===== config.mk =====
export PLATFORM = sky130hd
export DESIGN_NAME = spi_cmd_master
export DESIGN_NICKNAME = d
export VERILOG_FILES = /design/src/rtl/spi_cmd_master.sv
export SDC_FILE = /design/constraint.sdc
export NUM_CORES = 1
export LEC_CHECK = 0
export ABC_CLOCK_PERIOD_IN_PS = 2600
export BUFFER_PORTS_ARGS = -buffer_cell sky130_fd_sc_hd__buf_4
export CELL_PAD_IN_SITES_DETAIL_PLACEMENT = 2
export CELL_PAD_IN_SITES_GLOBAL_PLACEMENT = 2
export CORE_UTILIZATION = 38
export DETAILED_ROUTE_END_ITERATION = 12
export PLACE_DENSITY = 0.81
export SYNTH_ARGS = -nofsm -noshare
export SYNTH_HDL_FRONTEND = slang
export SYNTH_SLANG_ARGS = --single-unit

===== constraint.sdc =====
create_clock -name clk -period 2.6 [get_ports clk]
set_clock_uncertainty 0.1 [all_clocks]
set_input_delay 0.26 -clock clk [delete_from_list [all_inputs] [get_ports clk]]
set_output_delay 0.26 -clock clk [all_outputs]
set_load 0.03 [all_outputs]

===== src/rtl/spi_cmd_master.sv =====
// SPI mode-0 command initiator: serialises {cmd, addr, data} register requests
// as 32-bit frames; reads add a dummy frame that clocks the response back on MISO.
module spi_cmd_master #(
  parameter int unsigned CLK_DIV = 4,
  parameter int unsigned CS_GAP  = 2
) (
  input  logic        clk,
  input  logic        rst_n,
  input  logic        req_valid,
  output logic        req_ready,
  input  logic        req_write,
  input  logic [7:0]  req_addr,
  input  logic [15:0] req_wdata,
  output logic        rsp_valid,
  output logic [31:0] rsp_data,
  output logic        busy,
  output logic        spi_sclk,
  output logic        spi_cs_n,
  output logic        spi_mosi,
  input  logic        spi_miso
);

  localparam int unsigned DW = (CLK_DIV > 1) ? $clog2(CLK_DIV) : 1;
  localparam int unsigned GW = (CS_GAP > 1) ? $clog2(CS_GAP) : 1;
  localparam logic [DW-1:0] DIV_LAST = DW'(CLK_DIV - 1);
  localparam logic [GW-1:0] GAP_LAST = GW'(CS_GAP - 1);
  localparam logic [31:0]   DUMMY_FRAME = 32'hFF00_0000;

  typedef enum logic [1:0] {IDLE, SHIFT, GAP} state_t;

  state_t        state;
  logic [31:0]   frame;
  logic [31:0]   capture;
  logic [31:0]   next_frame;
  logic [DW-1:0] div_cnt;
  logic [GW-1:0] gap_cnt;
  logic [4:0]    bit_cnt;
  logic          is_read;
  logic          phase;

  assign req_ready = (state == IDLE);
  assign busy      = (state != IDLE);

  always_comb begin
    next_frame = {(req_write ? 8'h00 : 8'h01), req_addr, (req_write ? req_wdata : 16'h0000)};
  end

  always_ff @(posedge clk or negedge rst_n) begin
    if (!rst_n) begin
      state     <= IDLE;
      frame     <= '0;
      capture   <= '0;
      div_cnt   <= '0;
      gap_cnt   <= '0;
      bit_cnt   <= '0;
      is_read   <= 1'b0;
      phase     <= 1'b0;
      spi_cs_n  <= 1'b1;
      spi_sclk  <= 1'b0;
      spi_mosi  <= 1'b0;
      rsp_valid <= 1'b0;
      rsp_data  <= '0;
    end else begin
      rsp_valid <= 1'b0;
      case (state)
        IDLE: begin
          if (req_valid) begin
            frame    <= next_frame;
            spi_mosi <= next_frame[31];
            is_read  <= !req_write;
            phase    <= 1'b0;
            spi_cs_n <= 1'b0;
            div_cnt  <= '0;
            bit_cnt  <= '0;
            capture  <= '0;
            state    <= SHIFT;
          end
        end
        SHIFT: begin
          if (div_cnt == DIV_LAST) begin
            div_cnt  <= '0;
            spi_sclk <= !spi_sclk;
            if (!spi_sclk) begin
              capture <= {capture[30:0], spi_miso};
            end else if (bit_cnt == 5'd31) begin
              state    <= GAP;
              spi_cs_n <= 1'b1;
              spi_sclk <= 1'b0;
              spi_mosi <= 1'b0;
              bit_cnt  <= '0;
              gap_cnt  <= '0;
            end else begin
              // rotate so the next bit to send always sits at frame[30]
              frame    <= {frame[30:0], frame[31]};
              spi_mosi <= frame[30];
              bit_cnt  <= bit_cnt + 1'b1;
            end
          end else begin
            div_cnt <= div_cnt + 1'b1;
          end
        end
        GAP: begin
          if (gap_cnt == GAP_LAST) begin
            if (is_read && !phase) begin
              phase    <= 1'b1;
              frame    <= DUMMY_FRAME;
              spi_mosi <= 1'b1;
              spi_cs_n <= 1'b0;
              div_cnt  <= '0;
              capture  <= '0;
              state    <= SHIFT;
            end else begin
              if (is_read) rsp_data <= capture;
              rsp_valid <= 1'b1;
              state     <= IDLE;
            end
          end else begin
            gap_cnt <= gap_cnt + 1'b1;
          end
        end
        default: state <= IDLE;
      endcase
    end
  end

endmodule


==> results.md <==
- Worst r2r src: state[0]
- Fin. max-slew vios: 0
- Crit-path max FO: 32
- Yosys top cell area share: 0.588
- Register Area: 2800 um2
- TritonCTS Buffers: 9
- Die height: 113 um
- Synthesized instance count: 393
- Maximum number of pins on one net before global-route repair: 52
- Reg2reg setup slack: 0.27 ns
- Detail Route Antenna Nets: 0
- Flop pwr share: 0.432
- Post-CTS Setup Inserts: 0
- Synth area leaders: dfrtp_1 59%, mux2_2 9.8%, a21oi_1 7.1%
- Port bufs: 66
- Avg Cell Area, Syn: 12.0 um2
- Register area share after synthesis: 0.594
- Clock sinks: 112
- Peak VDD IR: 450 uV
- Grt ovf: 0
- Crit path largest cell delay: 0.39 ns
- Final min period: 2.33 ns
- Core Util, Final: 0.477
- Fin. Hold Viols: 0
- Cell Chain, Critical Path: inv_1 > ha_1 > inv_1 > o2111ai_2 > a21oi_2 > buf_12 > mux2_2
- Routed vias/inst: 5.37
- Rel. slew slack: 0.544
- Initial DRT Pass Iterations: 7
- Layout fillers: 1206
- Synth cell types: 37
- Core box area: 12100 um2
- Unrepaired setup endpoints after global routing: no
- Setup tns final: 0 ns
- Antenna cells: 0
- Initial drt markers: 122
- Met2 WL post-DR: 6210 um
- Root Driver: clkbuf_16
- Post-CTS sizing: 0
- Avg WL per Cell: 18.2 um
- Die footprint: 12900 um2
- Total power: 0.00515 W
- Worst EP arrival: 2.48 ns
- Cell with the most instances after synthesis: dfrtp_1
- R2R depth: 7
- Sw Ratio: 0.355
- Total track usage: 0.195
- Worst Tran Pin Value: 0.684 ns
- Crit. End Element: flop
- Yosys Warn Count: 0
- Largest area contributor in the netlist: dfrtp_1
- Path type of the worst setup path: reg -> reg
- Tcrit/Tclk final: 0.898
- Max Root-Sink Buffers: 2
- Ys flop type: dfrtp_1
- Max Cap Violations: 0
- Antenna violations before repair: 0
- Residual DRC count: 0
- Final worst slack: 0.266 ns
- Share of layout cells above drive strength 1: 0.303
- FF-to-FF End: frame[24]
- Vias in the first global route: 3700
- Post-synth EDFFs: 0
- IO Pins: 67
- Pre-CTS setup slack: 0.272 ns
- Via Count: 3407
- Seq cells post-synth: 112
- Post-synth top cells: 111 x dfrtp_1, 67 x a21oi_1, 41 x mux2_2
- Later-pin clock latency in the skew report: 0.35 ns
- Critical Path End: frame[24]
- WP data required: 2.74 ns
- Net Count, Synth: 430
- Site Rows: 40
- Area of the multi-input gates: 1790 um2
- Worst hold path type: in -> reg
- Nets: 498
- Achievable Freq: 0.429 GHz
- Routed wire length: 11600 um
- First-pass GRT wire length: 19200 um
- Post-synthesis cell area: 4720 um2
- H-tree Lvls: 3
- Status: finished, final reports clean
- Leak: 2.78 nW
- Top cell by count, worst path: inv_1
- DP Wirelength: 7770 um
- Net Sw Power: 0.00183 W
- Area grow syn2layout: 21.8%
- Gp weighted congestion: 0.798
- DRT met1 WL: 4860 um
- Starting Density: 0.392
- CTS tree: done
- Clk pin slew, worst setup/hold paths: 0.07 ns
- Slowest-stage cell, CP: dfrtp_1
- P_int: 0.00332 W
- Hold_buf cts: 2
- WL met3: 379 um
- Worst setup path start: state[0]
- Combinational share of power: 0.316
- Startpoint types: flop
- Final-report setup violation count: 0
- Width of the die: 113 um
- Ys async rst share: 1.00
- Clock power frac: 0.252
- Top Metal Used: met4
- Power Density: 896 nW/um2
critical path: cells and delay by family, from the launching register on:
kind / cells / cell delay [ns]
AO/OA/AOI/OAI: 2 / 0.59
buffers and inverters: 3 / 0.48
adder cells (fa/ha/maj): 1 / 0.29
multiplexers: 1 / 0.35
flip-flops: 1 / 0.39
sequential cells by signal (all words and copies together) (netlist names):
signal,cells
bit_cnt,5
capture,32
div_cnt,2
frame,32
gap_cnt,1
is_read,1
phase,1
rsp_data,32
rsp_valid,1
spi_cs_n,1
spi_mosi,1
spi_sclk,1
state,2
final cells by class:
class                      count  area share
sequential                   112       0.487
multi-input combinational    249       0.311
timing repair buffer          83       0.114
clock buffer                  11      0.0405
tap                          168      0.0365
clock inverter                 5     0.00674
inverter                       6     0.00392
cells in the final DEF, fill, tap and decap left out, types with 2 or more instances in the layout:
| cell type | n |
|---|---|
| a21oi_1 | 67 |
| a22o_1 | 32 |
| a22oi_1 | 16 |
| a31oi_1 | 2 |
| buf_12 | 2 |
| buf_4 | 79 |
| clkbuf_1 | 2 |
| clkbuf_16 | 9 |
| dfrtp_1 | 111 |
| dlygate4sd3_1 | 2 |
| ha_1 | 8 |
| inv_1 | 6 |
| inv_6 | 3 |
| mux2_2 | 41 |
| nand2_1 | 19 |
| nand2b_1 | 4 |
| nand3_1 | 7 |
| nand3b_1 | 2 |
| nor2_1 | 9 |
| nor2b_1 | 17 |
| o21ai_0 | 7 |
| o22a_1 | 2 |
logic make-up after synthesis:
kind of cell / Yosys count / share of synthesized area
buf+inv: 32 / 0.0286
mux: 41 / 0.0977
flops: 112 / 0.594
xor+xnor: 1 / 0.00185
compound gates: 133 / 0.184
fa+ha+maj: 8 / 0.0212
simple gates: 66 / 0.0734
layer usage:
metal,up-vias,GRT usage
met3,9,0.0515
met1,1773,0.233
met5,-,0
met2,65,0.346
met4,0,0.0518
li1,1560,-
worst min-delay path by stage:
stage                        to      from  depth (start not counted)  slack [ns]
floorplan            bit_cnt[0]     rst_n                          0       -0.14
global placement     capture[8]     rst_n                          1        0.24
detailed placement  rsp_data[6]     rst_n                          1        0.25
CTS                  capture[0]  spi_miso                          2        0.03
global route         capture[0]  spi_miso                          2        0.02
finish               capture[0]  spi_miso                          2        0.04
stage by stage:
stage                     cells  hold slack (ns)  cell area [um2]
final                       634           0.0424             5750
after global routing        634           0.0219             5750
after CTS                   634           0.0286             5750
after detailed placement    616            0.249             5460
after global placement      616            0.243             5460
after floorplan             393           -0.136             4720
power groups by stage:
stage | clock [W] | sequential (W) | combinational [W]
CTS | 0.00134 | 0.00223 | 0.00167
finish | 0.00130 | 0.00222 | 0.00163
global route | 0.00139 | 0.00226 | 0.00183
detailed placement | 0 | 0.00226 | 0.00165
floorplan | 0 | 0.00221 | 0.00113
global placement | 0 | 0.00224 | 0.00156
Note: power is estimated with default switching activity, not from simulation.
